File: config.mk
export PLATFORM = sky130hd
export DESIGN_NAME = bitcell_array_ctrl
export DESIGN_NICKNAME = d
export VERILOG_FILES = /design/src/rtl/bitcell_pkg.sv /design/src/rtl/bitcell_row_decoder.sv /design/src/rtl/bitcell_array_ctrl.sv
export SDC_FILE = /design/constraint.sdc
export NUM_CORES = 1
export LEC_CHECK = 0
export ABC_AREA = 1
export ABC_CLOCK_PERIOD_IN_PS = 1600
export BUFFER_PORTS_ARGS = -buffer_cell sky130_fd_sc_hd__buf_2
export CAP_MARGIN = 20
export CORE_MARGIN = 4
export CORE_UTILIZATION = 51
export CTS_BUF_LIST = sky130_fd_sc_hd__clkbuf_2 sky130_fd_sc_hd__clkbuf_4 sky130_fd_sc_hd__clkbuf_8
export DETAILED_ROUTE_END_ITERATION = 16
export PLACE_DENSITY = 0.82
export SLEW_MARGIN = 30
export SYNTH_ARGS = -nofsm -noshare
export SYNTH_HDL_FRONTEND = slang
export SYNTH_SLANG_ARGS = --single-unit
File: constraint.sdc
create_clock -name clk -period 1.6 [get_ports clk]
set_clock_uncertainty 0.15 [all_clocks]
set_input_delay 0.08 -clock clk [delete_from_list [all_inputs] [get_ports clk]]
set_output_delay 0.08 -clock clk [all_outputs]
set_load 0.005 [all_outputs]
File: src/rtl/bitcell_pkg.sv
// rtl/bitcell_pkg.sv - shared state type, default settle time and row-count helper
package bitcell_pkg;

    typedef enum logic [2:0] {
        IDLE,
        W_SETUP,
        W_STROBE,
        W_HOLD,
        R_SEL,
        R_SAMPLE
    } ctrl_state_t;

    localparam int SETTLE_DEFAULT = 1;

    // Number of rows addressed by an addr_w-bit row address (every address is a real row).
    function automatic int rows_of(input int addr_w);
        return 1 << addr_w;
    endfunction

endpackage

File: src/rtl/bitcell_row_decoder.sv
// rtl/bitcell_row_decoder.sv - row address to one-hot select, forced to all-zero when disabled
module bitcell_row_decoder
    import bitcell_pkg::*;
#(
    parameter int ADDR_W = 2,
    parameter int ROWS   = rows_of(ADDR_W)
) (
    input  logic              en_i,
    input  logic [ADDR_W-1:0] addr_i,
    output logic [ROWS-1:0]   sel_o
);

    always_comb begin
        sel_o = '0;
        for (int r = 0; r < ROWS; r++) begin
            if (en_i && (addr_i == ADDR_W'(r))) begin
                sel_o[r] = 1'b1;
            end
        end
    end

endmodule

File: src/rtl/bitcell_array_ctrl.sv
// rtl/bitcell_array_ctrl.sv - sequences host requests into glitch-safe sel/r_w/in strobes for a NAND-latch bitcell array
module bitcell_array_ctrl
    import bitcell_pkg::*;
#(
    parameter int ADDR_W  = 2,
    parameter int DATA_W  = 8,
    parameter int SETTLE  = SETTLE_DEFAULT,
    localparam int ROWS   = rows_of(ADDR_W)
) (
    input  logic              clk,
    input  logic              rst_n,
    input  logic              req_valid,
    output logic              req_ready,
    input  logic              req_we,
    input  logic [ADDR_W-1:0] req_addr,
    input  logic [DATA_W-1:0] req_wdata,
    output logic              rsp_valid,
    output logic [DATA_W-1:0] rsp_rdata,
    output logic [ROWS-1:0]   arr_sel,
    output logic              arr_r_w,
    output logic [DATA_W-1:0] arr_in,
    input  logic [DATA_W-1:0] arr_out
);

    localparam logic [3:0] SETTLE_LOAD = 4'(SETTLE - 1);

    ctrl_state_t       state_q;
    logic [3:0]        cnt_q;
    logic [ADDR_W-1:0] addr_q;
    logic              arr_r_w_q;
    logic [DATA_W-1:0] arr_in_q;
    logic              rsp_valid_q;
    logic [DATA_W-1:0] rsp_rdata_q;
    logic              sel_en;

    // arr_r_w/arr_in only move in IDLE, W_SETUP entry or W_HOLD exit, where sel is already low.
    always_ff @(posedge clk or negedge rst_n) begin
        if (!rst_n) begin
            state_q     <= IDLE;
            cnt_q       <= 4'd0;
            addr_q      <= '0;
            arr_r_w_q   <= 1'b0;
            arr_in_q    <= '0;
            rsp_valid_q <= 1'b0;
            rsp_rdata_q <= '0;
        end else begin
            rsp_valid_q <= 1'b0;
            unique case (state_q)
                IDLE: begin
                    if (req_valid) begin
                        addr_q <= req_addr;
                        if (req_we) begin
                            state_q   <= W_SETUP;
                            arr_r_w_q <= 1'b1;
                            arr_in_q  <= req_wdata;
                        end else begin
                            state_q <= R_SEL;
                            cnt_q   <= SETTLE_LOAD;
                        end
                    end
                end
                W_SETUP: begin
                    state_q <= W_STROBE;
                    cnt_q   <= SETTLE_LOAD;
                end
                W_STROBE: begin
                    if (cnt_q == 4'd0) state_q <= W_HOLD;
                    else               cnt_q   <= cnt_q - 4'd1;
                end
                W_HOLD: begin
                    state_q   <= IDLE;
                    arr_r_w_q <= 1'b0;
                end
                R_SEL: begin
                    if (cnt_q == 4'd0) state_q <= R_SAMPLE;
                    else               cnt_q   <= cnt_q - 4'd1;
                end
                R_SAMPLE: begin
                    state_q     <= IDLE;
                    rsp_valid_q <= 1'b1;
                    rsp_rdata_q <= arr_out;
                end
                default: state_q <= IDLE;
            endcase
        end
    end

    assign sel_en = (state_q == W_STROBE) || (state_q == R_SEL) || (state_q == R_SAMPLE);

    bitcell_row_decoder #(
        .ADDR_W (ADDR_W),
        .ROWS   (ROWS)
    ) u_row_decoder (
        .en_i   (sel_en),
        .addr_i (addr_q),
        .sel_o  (arr_sel)
    );

    assign req_ready = (state_q == IDLE);
    assign arr_r_w   = arr_r_w_q;
    assign arr_in    = arr_in_q;
    assign rsp_valid = rsp_valid_q;
    assign rsp_rdata = rsp_rdata_q;

endmodule

**Word-level counts from Yosys, hierarchy flattened**

Index checks and enable logic that the tools add are counted.

- Bits in registers: 27
- Word-level logic and storage cells: 56
- Output and inout bits: 23

- Muxes and demuxes: 17
- Equal/unequal tests: 14
- Add/subtract/negate cells: 1
- Reduce and logical (&&, ||, !) cells: 17

Operators by type and width:

| cell | number |
|---|---|
| 2-to-1 mux 3 bit | 4 |
| 2-to-1 mux 4 bit | 3 |
| one-hot mux 3 bit (4 select lines) | 1 |
| one-hot mux 4 bit (3 select lines) | 1 |
| inequality test 2 bit (second input constant) | 5 |
| AND reduction 3 bit | 3 |
| 2-to-1 mux 1 bit | 7 |
| == test 3 x 2 -> 1 bit (second input constant) | 2 |
| == test 3 bit (second input constant) | 2 |
| == test 2 bit (second input constant) | 2 |
| logical AND 1 bit | 4 |
| logical NOT 4 bit | 1 |
| AND reduction 4 bit | 1 |
| subtractor 4 x 1 -> 4 bit (second input constant) | 1 |
| == test 3 x 1 -> 1 bit (second input constant) | 1 |
| logical NOT 3 bit | 1 |
| nonzero test 3 bit | 1 |
| == test 2 x 1 -> 1 bit (second input constant) | 1 |
| logical NOT 2 bit | 1 |
| logical OR 1 bit | 2 |
| inequality test 2 x 1 -> 1 bit (second input constant) | 1 |
| one-hot mux 1 bit (2 select lines) | 1 |
| AND reduction 2 bit | 1 |
| nonzero test 2 bit | 1 |
| OR reduction 2 bit | 1 |

**Depth between registers and ports, before layout**

- Depth in word-level cells: 5
- Gate-level depth with buffers: 8

**By module**

Synthesis repeated with hierarchy kept, for this count alone.

- Cell total of the unflattened synthesis: 159
- Area, all modules: 1,295.0 um^2

By module, submodules not included:

| module | cells each | instances | area an instance (um^2) | seq. area each (um^2) |
|---|---|---|---|---|
| bitcell_array_ctrl | 151 | 1 | 1,265.0 | 675.6 |
| bitcell_row_decoder | 8 | 1 | 30.0 | 0.0 |

**Least setup slack after synthesis**

Ideal clock, no wire load.

- Path type: reg-to-reg
- From: reg state_q[1]
- To: reg cnt_q[3]
- Cell stages (with the launch flop): 7
- Required time: 1.333 ns
- Setup time: 0.117 ns
- Slack: 0.360 ns
- Arrival: 0.974 ns
- Path buffers: 0
- Cells stage by stage: dfrtp_1 > nor2_4 > nand3_1 > nand2_1 > nand2_1 > nand2_1 > nand2_1

- Word-level cells in the longest chain between the ends: 4

RTL lines:

| what | RTL line | text |
|---|---|---|
| start, declared | bitcell_array_ctrl.sv:27 | `ctrl_state_t state_q;` |
| start signal, assigned | bitcell_array_ctrl.sv:39 | `state_q <= IDLE;` |
| start signal, assigned | bitcell_array_ctrl.sv:53 | `state_q <= W_SETUP;` |
| start signal, assigned | bitcell_array_ctrl.sv:57 | `state_q <= R_SEL;` |
| == test 3 x 2 -> 1 bit / == test 3 bit (equally long branches) | bitcell_array_ctrl.sv:48 | `unique case (state_q)` |
| OR reduction 2 bit (no source line) | n/a |  |
| inequality test 2 bit (no source line) / nonzero test 3 bit (equally long branches) | n/a |  |
| AND reduction 4 bit (no source line) | n/a |  |
| end signal, assigned | bitcell_array_ctrl.sv:68 | `else cnt_q <= cnt_q - 4'd1;` |
| end signal, assigned | bitcell_array_ctrl.sv:76 | `else cnt_q <= cnt_q - 4'd1;` |
| end, declared | bitcell_array_ctrl.sv:28 | `logic [3:0] cnt_q;` |

Parallel ways exist; a longest one is shown, timed or not.
A chain may end at the register's enable or synchronous reset.

**Worst setup path after layout**

- From: reg state_q[1]
- To: out arr_sel[2]

- Word-level cells in the longest chain between the ends: 5

RTL lines:

| what | RTL line | text |
|---|---|---|
| == test 3 x 2 -> 1 bit / == test 3 bit (equally long branches) | bitcell_array_ctrl.sv:88 | `assign sel_en = (state_q == W_STROBE) \|\| (state_q == R_SEL) \|\| (state_q == R_SAMPLE);` |
| logical OR 1 bit | bitcell_array_ctrl.sv:88 |  |
| logical OR 1 bit * | bitcell_array_ctrl.sv:88 |  |
| logical AND 1 bit * | bitcell_row_decoder.sv:16 | `if (en_i && (addr_i == ADDR_W'(r))) begin` |
| 2-to-1 mux 1 bit * | bitcell_row_decoder.sv:16 |  |
| end, declared | bitcell_array_ctrl.sv:19 | `output logic [ROWS-1:0] arr_sel,` |

Every way passes the cells marked *; elsewhere a longest branch is shown, timed or not.

==> results_dict.tcl <==
set metrics [dict create \
    io_buffer_count 44 \
    synth_top_family_by_area "simple AND/OR/NAND/NOR gates" \
    grt_start_max_net_pins 28 \
    wl_um 3910 \
    p_comb_share_pct 53.3 \
    crit_fanout 4 \
    gp_congestion 0.773 \
    fin_ws_ns -0.0545 \
    placed_area_mm2 0.00151 \
    numClockSinks 27 \
    clk_pin_slew_ns 0.16 \
    ys_types 20 \
    rsz0062_at_grt "true" \
    yosys.area_share.simple_pct 35.5 \
    yosys_warnings 0 \
    drive_above_1_share_pct 36.3 \
    yosys.area_share.xor_xnor_pct 0.685 \
    cap_violations 0 \
    whs_ns 0.115 \
    cp-start-kind "flip-flop" \
    synthesis.nets 177 \
    power_frac_seq_pct 37.2 \
    status "complete, but fails checks" \
    vdd_drop_max_uv 1150 \
    synthTopCellsByArea "dfrtp_1 53%, nand2_1 18%, nand3_1 6.7%" \
    ant_nets 0 \
    reg2reg_depth 7 \
    num-fill-cells 135 \
    io_pins 45 \
    synthMuxAreaShare_pct 0 \
    required_ns 1.37 \
    antenna_found_initial 0 \
    p_per_area_mw_per_mm2 1730 \
    r2r-start "state_q[1]$_DFFE_PN0P_" \
    drtIter0Drc 83 \
    clock_latency_ns 0.34 \
    stdcell_area_mm2 0.00191 \
    p_leak_nw 1.09 \
    slew_headroom_pct 59.3 \
    cellInternalPower_w 0.00186 \
    dp_cells 223 \
    cts_buffers 3 \
    pwr-share-clk_pct 9.5 \
    slew_violations 0 \
    cts_root_buf "clkbuf_4" \
    switching_share_pct 43.9 \
    wl_met2_um 1990 \
    syn_to_final_growth_pct 49.6 \
    die_height_um 58.1 \
    die_w_um 58.1 \
    r2r_end "cnt_q[3]$_DFFE_PN0P_" \
    rows 17 \
    highest-signal-layer "met4" \
    layout.nets 259 \
    wl_met1_um 1440 \
    worstSetupPathType "reg2out" \
    wl_per_cell_um 14.9 \
    r2r_setup_slack_ns 0.03 \
    core_area_mm2 0.00230 \
    via_per_inst 5.22 \
    vias 1367 \
    fp.dieArea_mm2 0.00337 \
    grt_pass1_wl_um 5770 \
    grt.total_usage_pct 22.2 \
    cts_tree "yes" \
    netlist_area_mm2 0.00128 \
    worstMarginPinSlew_ns 0.610 \
    violations "setup timing" \
    place_ws_ns 0.154 \
    grt-ovfl-total 0 \
    place_hpwl_um 2260 \
    syn_avg_cell_area_um2 8.36 \
    setup_viol 5 \
    grt_pass1_vias 1318 \
    antenna_cells 0 \
    max_freq_mhz 604 \
    power.switching_w 0.00145 \
    hold_path.class "in2async" \
    synth_compound_area_share_pct 1.96 \
    arrival_ns 1.42 \
    initial_utilization_pct 55.7 \
    h-tree-depth 1 \
    period_needed_ns 1.65 \
    stdcell_count 262 \
    firstDrtPassIters 4 \
    synth.top_cell.area_share_pct 52.8 \
    drc 0 \
    ys_ff_latch 27 \
    postSynthCellCount 153 \
    crit_end "arr_sel[2]" \
    worstSetupEndpointType "primary output" \
    hold_viol_final 0 \
    synth_top_area_cell "dfrtp_1" \
    synth_fa_ha_area_share_pct 1.96 \
    met3_length_um 314 \
    min_period_over_period_pct 103 \
    ys_seq_area_share_pct 52.8 \
    cts_buffer_depth 2 \
    critPathLaunch "state_q[1]$_DFFE_PN0P_" \
]
==> cell families (layout without fill, tap and decap cells) <==
kind of cell               Yosys count  count (layout)
and+or+nand+nor                     99              99
xor gates and xnor gates             1               1
AOI/OAI and AO/OA                    5               5
buffers and inverters               19             100
adders and majority gates            2               2
DFF                                 27              27
==> cell type report <==
type                            count  area (um2)  share of cell area [%]
Inverter                           16        65.1                    3.40
Tap cell                           28        35.0                    1.83
Timing Repair Buffer               80         551                    28.8
Multi-Input combinational cell    107         556                    29.0
Clock buffer                        3        22.5                    1.18
Sequential cell                    27         679                    35.5
Clock inverter                      1        5.00                   0.262
==> power by group through the flow <==
stage	registers, W	logic (W)	clock network [W]
CTS	0.00119	0.00152	0.000294
finish	0.00123	0.00176	0.000315
global route	0.00126	0.00197	0.000334
detailed placement	0.00120	0.00134	0
floorplan	0.00120	0.000842	0
global placement	0.00118	0.00126	0
==> cell usage in the layout (no fill, tap or decap) <==
cell type,instances
dlygate4sd3_1,21
o21ai_1,2
buf_6,2
ha_1,2
nand2_2,3
nor2_4,3
inv_4,2
buf_2,44
nand2_4,3
nand3b_1,1
a21oi_1,2
clkinv_2,1
dfrtp_1,24
nand3_1,16
xor2_1,1
nor3_2,4
nand3_2,1
nand2_1,61
nor3_1,1
nor2_8,1
clkbuf_4,3
nor2_1,5
inv_1,12
inv_2,2
dfrtp_2,3
o21ai_0,1
buf_4,13
==> routing by layer <==
metal,vias to the layer above,GRT usage (%)
li1,638,-
met1,636,26.6
met2,77,38.9
met3,16,4.23
met4,0,9.27
met5,-,0
==> registers in the layout, summed over array words and instances, names as in the netlist <==
register	cells
state_q	3
addr_q	2
rsp_rdata	8
arr_r_w	1
arr_in	8
rsp_valid	1
cnt_q	4
==> worst min-delay path by stage <==
stage / startpoint / to / slack [ns] / cells after the start
2_1_floorplan: rst_n / addr_q[0]$_DFFE_PN0P_ / -0.37 / 0
3_3_place_gp: rst_n / rsp_rdata[2]$_DFFE_PN0P_ / -0.04 / 1
3_5_place_dp: rst_n / rsp_rdata[6]$_DFFE_PN0P_ / -0.04 / 1
4_1_cts: rst_n / rsp_rdata[1]$_DFFE_PN0P_ / 0.14 / 2
5_1_grt: rst_n / arr_in[5]$_DFFE_PN0P_ / 0.16 / 2
6_report: rst_n / arr_in[5]$_DFFE_PN0P_ / 0.12 / 2
==> Yosys cell counts <==
library cell  count
nand2_1          63
dfrtp_1          27
nand3_1          17
inv_1            14
nor2_1            6
nor3_1            5
nand2_4           3
a21oi_1           2
buf_6             2
ha_1              2
inv_2             2
o21ai_1           2
buf_4             1
nand2_2           1
nand3b_1          1
nor2_2            1
nor2_4            1
nor2_8            1
o21ai_0           1
xor2_1            1
==> critical path, cell delays in order, from the launching register on <==
cell     delay [ns]
dfrtp_2        0.49
inv_2          0.10
nand2_2        0.06
nor2_4         0.13
nor2_4         0.07
nor3_2         0.10
buf_2          0.13
==> metrics by stage <==
stage | setup TNS, ns | util (%) | power (W)
4_1_cts | -0.135 | 78.4 | 0.00300
3_5_place_dp | 0 | 65.8 | 0.00253
3_3_place_gp | 0 | 65.8 | 0.00244
2_1_floorplan | 0 | - | 0.00204
5_1_grt | -0.567 | 83.3 | 0.00356
6_report | -0.212 | 83.3 | 0.00331
==> what timing repair did <==
action / 4_1_cts / 5_1_grt
resized for setup: 9 / 10
setup endpoints to repair: 4 / 6
hold buffers: 21 / 0
hold endpoints to repair: 46 / 0
pin swaps: 4 / 4
buffers inserted: 4 / 10
(Power assumes the default switching activity.)
